### config.mk
export PLATFORM = sky130hd
export DESIGN_NAME = dsp_post_adder_acc
export DESIGN_NICKNAME = d
export VERILOG_FILES = /design/src/rtl/dsp_pkg.sv /design/src/rtl/dsp_stage_reg.sv /design/src/rtl/dsp_post_adder_acc.sv
export SDC_FILE = /design/constraint.sdc
export NUM_CORES = 1
export LEC_CHECK = 0
export ABC_CLOCK_PERIOD_IN_PS = 9400
export CAP_MARGIN = 20
export CORE_MARGIN = 2
export CORE_UTILIZATION = 46
export CTS_CLUSTER_SIZE = 14
export DETAILED_ROUTE_END_ITERATION = 10
export PLACE_DENSITY = 0.79
export REMOVE_ABC_BUFFERS = 1
export SLEW_MARGIN = 20
export SYNTH_ARGS = -nofsm -noshare
export SYNTH_HDL_FRONTEND = slang
export SYNTH_SLANG_ARGS = --single-unit
### constraint.sdc
create_clock -name clk -period 9.4 [get_ports clk]
set_input_delay 1.88 -clock clk [delete_from_list [all_inputs] [get_ports clk]]
set_output_delay 1.88 -clock clk [all_outputs]
set_load 0.05 [all_outputs]
### src/rtl/dsp_pkg.sv
// rtl/dsp_pkg.sv - shared constants and operand-select codes for the DSP post-adder slice
//
// Purpose : width constants and the X/Z operand-select encodings carried in
//           opmode[1:0] and opmode[3:2].
// Ports   : none (package).
package dsp_pkg;

  localparam int P_W = 48;
  localparam int M_W = 36;

  typedef enum logic [1:0] {
    X_ZERO = 2'd0,
    X_M    = 2'd1,
    X_P    = 2'd2,
    X_DAB  = 2'd3
  } x_sel_e;

  typedef enum logic [1:0] {
    Z_ZERO = 2'd0,
    Z_PCIN = 2'd1,
    Z_P    = 2'd2,
    Z_C    = 2'd3
  } z_sel_e;

endpackage

### src/rtl/dsp_stage_reg.sv
// rtl/dsp_stage_reg.sv - pipeline stage register with async reset, enable and bypass
//
// Purpose : one optional pipeline stage. REG=1 presents the register output,
//           REG=0 passes d straight through and the enable has no effect.
// Ports   : clk  - clock, rising edge
//           rst  - asynchronous active-high reset, clears the register
//           ce   - load enable
//           d    - stage input  [W-1:0]
//           q    - stage output [W-1:0]
module dsp_stage_reg #(
  parameter int W   = 1,
  parameter int REG = 1
) (
  input  logic         clk,
  input  logic         rst,
  input  logic         ce,
  input  logic [W-1:0] d,
  output logic [W-1:0] q
);

  logic [W-1:0] q_reg;

  always_ff @(posedge clk or posedge rst) begin
    if (rst) begin
      q_reg <= '0;
    end else if (ce) begin
      q_reg <= d;
    end
  end

  assign q = (REG != 0) ? q_reg : d;

endmodule

### src/rtl/dsp_post_adder_acc.sv
// rtl/dsp_post_adder_acc.sv - DSP48A1-style post-adder / accumulator stage
//
// Purpose : selects X and Z operands under opmode, adds or subtracts them with a
//           selectable carry-in and holds the result in the P accumulator.
// Optional: define PATTERN_DETECT_EN to add PATTERN/MASK parameters and the
//           registered patterndetect / patternbdetect outputs.
// Ports   : clk, rst          - clock (rising edge), async active-high reset
//           ceopmode          - OPMODE register enable
//           cecarryin         - carry-in register enable
//           cep               - P / carryout register enable
//           opmode[7:0]       - [1:0] X sel, [3:2] Z sel, [5] carry, [7] subtract
//           m_in[35:0]        - multiplier product
//           dab_in[47:0]      - {D[11:0], A[17:0], B[17:0]}
//           c_in[47:0]        - C operand
//           pcin[47:0]        - cascade input from previous slice
//           carryin           - external carry-in
//           patterndetect     - (optional) masked match of result against PATTERN
//           patternbdetect    - (optional) masked match against ~PATTERN
//           p, pcout[47:0]    - result and its cascade copy
//           carryout(f)       - adder carry / borrow and its copy
module dsp_post_adder_acc
  import dsp_pkg::*;
#(
`ifdef PATTERN_DETECT_EN
  parameter logic [47:0] PATTERN = 48'h0,
  parameter logic [47:0] MASK    = 48'h0,
`endif
  parameter int OPMODEREG   = 1,
  parameter int CARRYINREG  = 1,
  parameter int PREG        = 1,
  parameter int CARRYOUTREG = 1,
  parameter     CARRYINSEL  = "OPMODE5"
) (
  input  logic           clk,
  input  logic           rst,
  input  logic           ceopmode,
  input  logic           cecarryin,
  input  logic           cep,
  input  logic [7:0]     opmode,
  input  logic [M_W-1:0] m_in,
  input  logic [P_W-1:0] dab_in,
  input  logic [P_W-1:0] c_in,
  input  logic [P_W-1:0] pcin,
  input  logic           carryin,
`ifdef PATTERN_DETECT_EN
  output logic           patterndetect,
  output logic           patternbdetect,
`endif
  output logic [P_W-1:0] p,
  output logic [P_W-1:0] pcout,
  output logic           carryout,
  output logic           carryoutf
);

  logic [7:0]     opmode_q;
  logic           cin_src;
  logic           cin_q;
  logic [P_W-1:0] p_fb;
  logic [P_W-1:0] x_mux;
  logic [P_W-1:0] z_mux;
  logic [P_W:0]   addend;
  logic [P_W:0]   r;
  logic           co_q;

  // Carry source is taken from the raw opmode bit, so that both opmode_q and
  // cin_q reach the adder on the same edge when the stages are registered.
  generate
    if (CARRYINSEL == "OPMODE5") begin : g_cin_opmode5
      assign cin_src = opmode[5];
    end else if (CARRYINSEL == "CARRYIN") begin : g_cin_port
      assign cin_src = carryin;
    end else begin : g_cin_bad
      $error("dsp_post_adder_acc: CARRYINSEL must be \"OPMODE5\" or \"CARRYIN\"");
      assign cin_src = 1'b0;
    end
  endgenerate

  dsp_stage_reg #(.W(8), .REG(OPMODEREG)) u_opmode_reg (
    .clk (clk),
    .rst (rst),
    .ce  (ceopmode),
    .d   (opmode),
    .q   (opmode_q)
  );

  dsp_stage_reg #(.W(1), .REG(CARRYINREG)) u_cyi_reg (
    .clk (clk),
    .rst (rst),
    .ce  (cecarryin),
    .d   (cin_src),
    .q   (cin_q)
  );

  always_comb begin
    x_mux = '0;
    case (x_sel_e'(opmode_q[1:0]))
      X_ZERO: x_mux = '0;
      X_M:    x_mux = {{(P_W-M_W){1'b0}}, m_in};
      X_P:    x_mux = p_fb;
      X_DAB:  x_mux = dab_in;
      default: x_mux = '0;
    endcase
  end

  always_comb begin
    z_mux = '0;
    case (z_sel_e'(opmode_q[3:2]))
      Z_ZERO: z_mux = '0;
      Z_PCIN: z_mux = pcin;
      Z_P:    z_mux = p_fb;
      Z_C:    z_mux = c_in;
      default: z_mux = '0;
    endcase
  end

  // 49-bit arithmetic: bit 48 is the carry on add and the borrow on subtract.
  always_comb begin
    addend = {1'b0, x_mux} + {{P_W{1'b0}}, cin_q};
    if (opmode_q[7]) begin
      r = {1'b0, z_mux} - addend;
    end else begin
      r = {1'b0, z_mux} + addend;
    end
  end

  // The accumulator register always exists: feedback must come from a flop
  // even when the p output itself is bypassed, which rules out a comb loop.
  dsp_stage_reg #(.W(P_W), .REG(1)) u_p_reg (
    .clk (clk),
    .rst (rst),
    .ce  (cep),
    .d   (r[P_W-1:0]),
    .q   (p_fb)
  );

  dsp_stage_reg #(.W(1), .REG(((PREG != 0) && (CARRYOUTREG != 0)) ? 1 : 0)) u_carryout_reg (
    .clk (clk),
    .rst (rst),
    .ce  (cep),
    .d   (r[P_W]),
    .q   (co_q)
  );

  assign p         = (PREG != 0) ? p_fb : r[P_W-1:0];
  assign pcout     = p;
  assign carryout  = co_q;
  assign carryoutf = co_q;

`ifdef PATTERN_DETECT_EN
  logic [1:0] pat_q;
  logic       pd_comb;
  logic       pbd_comb;

  assign pd_comb  = (((r[P_W-1:0] ^ PATTERN) & ~MASK) == '0);
  assign pbd_comb = (((r[P_W-1:0] ^ ~PATTERN) & ~MASK) == '0);

  always_ff @(posedge clk or posedge rst) begin
    if (rst) begin
      pat_q <= '0;
    end else if (cep) begin
      pat_q <= {pd_comb, pbd_comb};
    end
  end

  assign patterndetect  = pat_q[1];
  assign patternbdetect = pat_q[0];
`endif

  // Bits with no function in this slice (and the carry source not selected).
  logic unused_ok;
  assign unused_ok = &{1'b0, carryin, opmode[6], opmode[5], opmode[4],
                       opmode_q[6], opmode_q[5], opmode_q[4]};

endmodule

# After elaboration in Yosys (flattened, before gate mapping)
# Cells that the tools add are included.
# totals
register_bits	58
mem_count	0
ramBits	0
rom_bits	0
latch_bits	0
out_inout_bits	98
input_bits	194
# op_classes
n_bitwise	0
shifts	0
muxes	3
add_sub_neg	3
div_mod_pow	0
n_lt_le_gt_ge	0
n_reduce_logical	2
eq_ne	6
mul	0
# op_table
cell	n
$pmux 48 s4	2
$add 48x1->49	1
$add 48x49->49	1
$mux 49	1
$sub 48x49->49	1
$eq 2x2->1 const B	4
$eq 2x1->1 const B	2
$logic_not 2->1	2

# Depth between registers and ports, before layout
# Gate-level depths: netlist of the first run.
# logic_depth
word_depth	5
ltp_mapped	34

# Modules after synthesis
# A second synthesis of the first run with hierarchy kept.
# hier_totals
hier_cells	1136
area_unflattened_um2	9719.3
# modules_own_cells
module	instances	area_each_um2	cells_each	seq_area_each_um2
dsp_post_adder_acc	1	7432.1	1010	0.0
dsp_stage_reg at u_p_reg	1	1864.3	102	1201.2
dsp_stage_reg at u_opmode_reg	1	335.3	18	200.2
dsp_stage_reg at u_carryout_reg ...	2	43.8	3	25.0

# Worst setup path before layout of the first run
# No wires, ideal clock.
# synth_path
kind	input to register
from	input port dab_in[0]
to	register u_carryout_reg.q_reg (netlist: u_carryout_reg.q)
n_path_buf	2
cell_stages	29
slack_ps	2173
arrival_time_ps	7102
required_ps	9275
cell_sequence	mux2_2 -> a22o_1 -> ha_1 -> and2_1 -> a32o_1 -> and3_1 -> buf_2 -> buf_4 -> nand4_1 -> xor2_1 -> nand4_2 -> nor4b_2 -> and2_1 -> and2b_2 -> nand2_1 -> o311ai_1 -> xnor2_1 -> ha_1 -> a21oi_1 -> o21ai_0 -> a21oi_1 -> o21ai_0 -> a41oi_1 -> a211oi_1 -> o22a_1 -> a31oi_1 -> xor2_1 -> xnor2_1 -> mux2_2
# synth_via
elab_chain_len	4
word_cells_on_any_way	5
classes_between	3 x add/sub; 2 x mux
# synth_rtl
element	line	text
start, declared	dsp_post_adder_acc.sv:41	input logic [P_W-1:0] dab_in,
$pmux 48 s4 (*)	dsp_post_adder_acc.sv:96	case (x_sel_e'(opmode_q[1:0]))
$add 48x1->49 (*)	dsp_post_adder_acc.sv:118	addend = {1'b0, x_mux} + {{P_W{1'b0}}, cin_q};
$add 48x49->49 / $sub 48x49->49 (equally long branches)	dsp_post_adder_acc.sv:122, dsp_post_adder_acc.sv:120	
$mux 49 (*)	dsp_post_adder_acc.sv:119	if (opmode_q[7]) begin
end signal, assigned	dsp_stage_reg.sv:25	q_reg <= '0;
end signal, assigned	dsp_stage_reg.sv:27	q_reg <= d;
end, declared	dsp_stage_reg.sv:21	logic [W-1:0] q_reg;
# Every way passes the cells marked *; elsewhere a longest branch is shown, timed or not.
# A chain may end at the register's enable or synchronous reset.

# Worst setup path after layout of the first run
# Same ends and word-level chain as after synthesis.

==> summary.txt, run 1 <==
Timing
  – Final Hold Viols: 0
  – Period minus WS final: 8.46 ns
  – Final setup violation count: 0
  – Slew @ Worst Pin: 1.03 ns
  – Fmax: 118 MHz
  – Max-slew headroom: 31.3%
  – Final Slew Violations: 0
  – Fin Clk Skew: 0.00961 ns
  – Worst setup margin: 0.937 ns
  – Crit share post-route: 90.0%
  – Setup TNS Final: 0 ns
  – Unrepaired setup endpoints after global routing: false

Global route
  – Largest net degree at the start of global routing: 65
  – Vias in the first global route: 9168
  – Total gr overflow: 0
  – Antenna violations before repair: 0
  – First-pass GRT wire length: 46000 um
  – Total GRT Usage: 25.5%

Run
  – Max_cap viols: 0

Critical path
  – RR Startpoint: u_opmode_reg.q[1]
  – CP required: 9.60 ns
  – Reg2reg end: u_carryout_reg.q
  – CP Class: input pin to register
  – Highest fanout seen on the critical path: 13
  – Worst path slowest cell: and3_1
  – Worst Path Buf+Inv: 2
  – Critical path's top delay family: compound AO/OA/AOI/OAI gates
  – Worst Setup End Kind: register
  – Worst setup SP type: input pin
  – Worst reg2reg setup slack: between 1 and 1.5 ns
  – Arr. time, crit path: 8.67 ns
  – Worst path max stage delay: 0.56 ns
  – Worst R2R Path Depth: 27

Yosys
  – Syn Std Cell Area: approximately 9500 um^2
  – Synth area leaders: dfrtp_1 14%, mux2_2 14%, xnor2_1 8.0%, ha_1 6.7%, a22o_1 5.2%
  – Main synth FF type: dfrtp_1
  – Yosys cell types: just under 80
  – Largest area contributor in the netlist: dfrtp_1
  – Area share of the largest cell type after synthesis: 14.4%
  – Yosys warnings: 0
  – Post-synth EDFFs: 0
  – Post-synthesis register bit count: between 50 and 60
  – Asr flop ratio synth: 100%
  – Mapped Cells: 1121
  – Seq/Total Area, Yosys: approximately 14%
  – Syn avg cell area: around 8.5 um^2

Route
  – Vias per inst: 5.91
  – WL/cell: 18.0 um
  – Final WL: 28700 um
  – First-pass detailed-route iteration total: 5
  – Iter 0 DRT Violations: 534
  – Via count: 9437
  – Post-route ant nets: 0
  – # DRC: 0

Finish
  – Final instance area: 12400 um^2
  – Layout area overhead: 29.7%
  – Largest register FFs: 48
  – Antenna cells: 0
  – Final nets: between 1500 and 2000
  – Fill cells: between 1500 and 2000
  – Layout cells sized above 1: 14.5%
  – Post-Route Utilization: 60.9%

CTS
  – CTS tree: built
  – Setup bufs post-CTS: 0
  – CTS sink cnt: 55
  – Post_cts resized: 0
  – CTS Root Cell: clkbuf_16
  – TritonCTS Buffers: 5
  – Clk_lat worst skew: 0.31 ns
  – CTS Buffer Depth: 2
  – Post-CTS Hold Buffers: 0
  – Clock slew at reported path FFs: 0.08 ns
  – H-tree Lvls: 2

Die
  – Die width: approximately 150 um
  – Initial core utilization: 46.9%
  – Core area: 20300 um^2
  – Site Rows: 52
  – DIE HEIGHT: between 100 and 150 um
  – Ports: 292
  – Die area: between 20000 and 25000 um^2

Pwr
  – Tot Pwr: 3660 uW
  – Switch share: between 50% and 60%
  – Clock power share: ~5.4%
  – Net Switching: 2030 uW
  – Internal: 1630 uW
  – Power Density: 296 nW/um^2
  – Leakage: 0.00483 uW
  – Flop pwr share: between 10 and 15%
  – Worst VDD drop: between 0.0002 and 0.00025 V
  – Comb power frac: 80.0%

Outcome
  – Outcome: finished clean

Min path
  – Hold WC Path Type: register to register
  – Min-delay src: u_cyi_reg.q
  – Hold depth: 1
  – Min-Delay Endpoint: u_cyi_reg.q

Place
  – Gpl congestion: approximately 0.92
  – Number of buffers added on ports: roughly 290
  – Detailed placer's ending HPWL: 22300 um
  – Worst slack, placed: around 0.77 ns
  – Post-Place Cell Area: between 10000 and 15000 um^2
through the flow:
step                std cells  hold slack, ns
floorplan                1021           0.487
detailed placement       1590           0.518
CTS                      1598           0.534
global placement         1590           0.503
finish                   1598           0.539
global route             1598           0.553
placed cells by master (no fill, tap or decap), types with 11 or more instances in the layout:
master | netlist | routed
clkdlybuf4s50_1 | 0 | 287
mux2_2 | 120 | 120
a21oi_1 | 89 | 89
xnor2_1 | 87 | 87
nor2_1 | 75 | 75
a22o_1 | 57 | 57
nand2_1 | 55 | 55
ha_1 | 51 | 51
dfrtp_1 | 55 | 50
xor2_1 | 45 | 45
o21ai_0 | 38 | 38
nor3_1 | 26 | 26
a21o_1 | 24 | 24
a22oi_1 | 23 | 23
inv_1 | 18 | 17
nand4_1 | 17 | 17
mux2_1 | 16 | 16
nand2b_1 | 15 | 15
a31oi_1 | 14 | 14
nor2b_1 | 15 | 13
nand3_1 | 13 | 13
nor4_1 | 13 | 13
mux2i_1 | 13 | 13
and2_1 | 12 | 12
o21a_1 | 11 | 11
buf_4 | 56 | 11
area by class of cell:
type	count	area [um^2]	area share, %
clock buffers	5	125	1.01
clock inverters	3	15.0	0.122
inverters	18	67.6	0.547
multi-input cells	948	7470	60.4
flip-flops and latches	55	1380	11.2
well taps	270	338	2.73
repair buffers	299	2960	24.0
cell families (layout without fill, tap and decap cells):
| logic type | after synthesis | count (layout) | synth area share, % |
|---|---|---|---|
| compound gates | 311 | 311 | 22.7 |
| simple gates | 301 | 301 | 18.6 |
| mux | 150 | 150 | 17.6 |
| xor+xnor | 134 | 134 | 12.5 |
| buf+inv | 118 | 325 | 7.34 |
| flops | 55 | 55 | 14.4 |
| fa+ha+maj | 52 | 52 | 6.91 |
layer usage:
| layer | vias to the layer above | part of all wire [%] | GRT usage [%] |
|---|---|---|---|
| li1 | 4561 | - | - |
| met1 | 4485 | 43 | 32.6 |
| met2 | 344 | 48 | 44.8 |
| met3 | 47 | 6.6 | 3.70 |
| met4 | 0 | 2.3 | 6.90 |
| met5 | - | 0 | 0 |
worst max path at each step:
stage                      start               end  slack (ns)  cells after the start
6_report               dab_in[0]  u_carryout_reg.q        0.94                     27
3_5_place_dp           dab_in[0]  u_carryout_reg.q        0.77                     29
3_3_place_gp           dab_in[0]  u_carryout_reg.q        0.94                     29
4_1_cts                dab_in[0]  u_carryout_reg.q        1.11                     27
2_1_floorplan  u_opmode_reg.q[1]  u_carryout_reg.q        1.16                     27
5_1_grt                dab_in[0]  u_carryout_reg.q        0.45                     29
power groups by stage:
stage	Sequential, uW	Combinational (uW)	Clock [uW]
finish	535	2930	199
global route	557	3120	212
CTS	537	2920	204
detailed placement	541	2900	0
global placement	533	2860	0
floorplan	1260	1330	0
worst reg2reg max path: stages (launching register included):
cell and delay (ns):
dfrtp_2 0.86, nor2b_4 0.27, buf_4 0.44, a22o_1 0.23, ha_1 0.18, and2_1 0.13, a32o_1 0.29, and3_1 0.56
nand4_2 0.44, xor2_1 0.30, nor3_1 0.29, nor4b_2 0.37, a41oi_1 0.20, xnor2_1 0.20, ha_1 0.39, nand2_1 0.11
o21bai_1 0.17, a31oi_1 0.25, o22ai_1 0.12, a21oi_1 0.35, a41oi_1 0.18, buf_4 0.19, a211oi_1 0.38, o22a_1 0.27
a31oi_1 0.11, xor2_1 0.18, xnor2_1 0.13, mux2_2 0.26
cell usage after synthesis (15+ instances only):
| library cell | n |
|---|---|
| nand2b_1 | 15 |
| nor3_1 | 26 |
| xnor2_1 | 87 |
| a21o_1 | 24 |
| mux2_1 | 16 |
| a22o_1 | 57 |
| nand4_1 | 17 |
| a22oi_1 | 23 |
| ha_1 | 51 |
| o21ai_0 | 38 |
| nand2_1 | 55 |
| mux2_2 | 120 |
| inv_1 | 18 |
| dfrtp_1 | 55 |
| nor2b_1 | 15 |
| nor2_1 | 75 |
| buf_4 | 56 |
| clkbuf_1 | 24 |
| a21oi_1 | 89 |
| xor2_1 | 45 |
Power figures use the tool's default switching activity.
==> run 2, diff against run 1 <==
--- a/config.mk
+++ b/config.mk
@@ -7,7 +7,7 @@
 export LEC_CHECK = 0
 export ABC_CLOCK_PERIOD_IN_PS = 9400
 export CAP_MARGIN = 20
-export CORE_MARGIN = 2
+export CORE_MARGIN = 1
 export CORE_UTILIZATION = 46
 export CTS_CLUSTER_SIZE = 14
 export DETAILED_ROUTE_END_ITERATION = 10
==> run 2 against run 1 <==
- utilization rose by 0.086 points
- sequential power fell by 0.9%
- cell area rose by 0.14%
- register-to-register slack improved by 0.12 ns
- die area fell by 2.7%
- via count fell by 0.12%
- setup slack improved by 0.12 ns
- combinational power barely moved
- global-route usage rose by 1.0 points
- maximum frequency rose by 1.4%
- critical path depth rose by 2
- largest power group unchanged
- highest routed layer unchanged
==> summary.txt, run 2 (synthesis results as in run 1) <==
Place
  – Post-Place Cell Area: 12200 um^2 (about the same)
  – Worst slack, placed: 0.827 ns (+0.0604 ns)
  – Detailed placer's ending HPWL: 22200 um (-0.38%)
  – Dpl cells: 1591 (+0.063%)
  – Gpl congestion: 0.917 (-0.15%)
  – Number of buffers added on ports: 288 (unchanged)

Timing
  – Fin Clk Skew: 0.0117 ns (+0.00212 ns)
  – Fmax: 120 MHz (+1.4%)
  – Final setup violation count: 0 (unchanged)
  – Slew @ Worst Pin: 1.01 ns (-0.0192 ns)
  – Crit share post-route: 88.8% (-1.3 points)
  – Period minus WS final: 8.34 ns (-0.118 ns)
  – Max-slew headroom: 32.6% (+1.3 points)
  – Worst setup margin: 1.06 ns (+0.118 ns)
  – Unrepaired setup endpoints after global routing: false
  – Final Slew Violations: 0 (unchanged)
  – Hold WS: 0.559 ns (+0.0199 ns)
  – Setup TNS Final: 0 ns (unchanged)
  – Final Hold Viols: 0 (unchanged)

Outcome
  – Outcome: finished clean

Critical path
  – Arr. time, crit path: 8.55 ns (-0.12 ns)
  – Worst path max stage delay: 0.55 ns (about the same)
  – Worst setup SP type: input pin
  – Highest fanout seen on the critical path: 13 (unchanged)
  – CP Class: input pin to register
  – CP required: 9.61 ns (about the same)
  – Worst path slowest cell: and3_1
  – Worst Setup End Kind: register

Global route
  – Largest net degree at the start of global routing: 65 (unchanged)
  – Vias in the first global route: 9339 (+1.9%)
  – Total gr overflow: 0 (unchanged)
  – First-pass GRT wire length: 46200 um (+0.39%)
  – Antenna violations before repair: 0 (unchanged)
  – Total GRT Usage: 26.5% (+1.0 points)

Die
  – Ports: 292 (unchanged)
  – Die area: 21300 um^2 (-2.7%)
  – Site Rows: 52 (unchanged)
  – Die width: 146 um (-1.4%)
  – Initial core utilization: 46.9% (unchanged)
  – DIE HEIGHT: 146 um (-1.4%)
  – Core area: 20300 um^2 (unchanged)

CTS
  – CTS Root Cell: clkbuf_16
  – TritonCTS Buffers: 5 (unchanged)
  – Setup bufs post-CTS: 0 (unchanged)
  – CTS tree: built
  – CTS sink cnt: 55 (unchanged)
  – Post-CTS Hold Buffers: 0 (unchanged)
  – Clock slew at reported path FFs: 0.08 ns (about the same)
  – Post_cts resized: 0 (unchanged)
  – H-tree Lvls: 2 (unchanged)
  – CTS Buffer Depth: 2 (unchanged)
  – Clk_lat worst skew: 0.32 ns (about the same)

Finish
  – Most common cell after layout, fill and taps aside: clkdlybuf4s50_1
  – Antenna cells: 0 (unchanged)
  – Non-filler instance count after layout: 1599 (+0.063%)
  – Layout area overhead: 29.9%
  – Final nets: 1574 (+0.064%)
  – Largest register FFs: 48 (unchanged)
  – Layout cells sized above 1: 14.6% (+0.064 points)
  – Most frequent cells in the layout: 287 x clkdlybuf4s50_1, 120 x mux2_2, 89 x a21oi_1
  – Fill cells: 1816 (-0.66%)
  – Final instance area: 12400 um^2 (+0.14%)

Route
  – Iter 0 DRT Violations: 594 (+11%)
  – Final WL: 28500 um (-0.86%)
  – Post-route ant nets: 0 (unchanged)
  – WL/cell: 17.8 um (-0.92%)
  – Vias per inst: 5.89 (-0.18%)
  – # DRC: 0 (unchanged)
  – Via count: 9426 (-0.12%)
  – First-pass detailed-route iteration total: 7 (+2)

Pwr
  – Power Density: 296 nW/um^2 (about the same)
  – Leakage: 0.00483 uW (about the same)
  – Worst VDD drop: 0.000226 V (+4.1%)

Min path
  – Hold WC Path Type: register to register

Run
  – Max_cap viols: 0 (unchanged)
==> run 2: power by group <==
group,switching (uW),internal [uW],total [uW]
clock,105,100,205
sequential,178,352,530
combinational,1750,1180,2930
==> run 2: area by class of cell <==
class	count	area (um^2)	area share, %
clock buffers	5	125	1.01
clock inverters	3	25.0	0.202
flip-flops and latches	55	1380	11.2
multi-input cells	948	7470	60.4
repair buffers	300	2970	24.0
inverters	18	67.6	0.546
well taps	270	338	2.73
==> run 2: final timing paths <==
check                                   from  slack [ns]  cells past startpoint                end
max reg2reg                u_opmode_reg.q[1]        1.54                     29   u_carryout_reg.q
max in group asynchronous                rst        6.76                      3  u_opmode_reg.q[1]
max                                dab_in[0]        1.06                     29   u_carryout_reg.q
min                              u_cyi_reg.q        0.56                      1        u_cyi_reg.q
min reg2reg                      u_cyi_reg.q        0.56                      1        u_cyi_reg.q
min in group asynchronous                rst        2.10                      3  u_opmode_reg.q[2]
==> run 2: per-stage QoR <==
step	total power [uW]	util [%]
2_1_floorplan	2590	-
3_3_place_gp	3390	60.2
3_5_place_dp	3440	60.2
4_1_cts	3660	61.0
5_1_grt	3900	61.0
6_report	3670	61.0
==> run 2: critical path, delay by kind of cell <==
kind,cells,cell delay [ns]
mux,2,0.40
buf+inv,2,0.64
compound gates,11,2.06
simple gates,8,2.27
fa+ha+maj,2,0.57
xor+xnor,4,0.73
==> run 2: metal layers <==
| metal | share of wire [%] | vias up | GRT usage (%) |
|---|---|---|---|
| met5 | 0 | - | 0 |
| met4 | 1.9 | 0 | 7.37 |
| met3 | 5.9 | 38 | 2.95 |
| met2 | 48 | 322 | 47.2 |
| met1 | 44 | 4487 | 33.6 |
| li1 | - | 4579 | - |
==> run 3, diff against run 2 <==
--- a/config.mk
+++ b/config.mk
@@ -13,6 +13,7 @@
 export DETAILED_ROUTE_END_ITERATION = 10
 export PLACE_DENSITY = 0.79
 export REMOVE_ABC_BUFFERS = 1
+export SETUP_SLACK_MARGIN = 0.1
 export SLEW_MARGIN = 20
 export SYNTH_ARGS = -nofsm -noshare
 export SYNTH_HDL_FRONTEND = slang
==> results of run 3 <==
No change in the layout: final DEF, timing and power equal those of run 2.
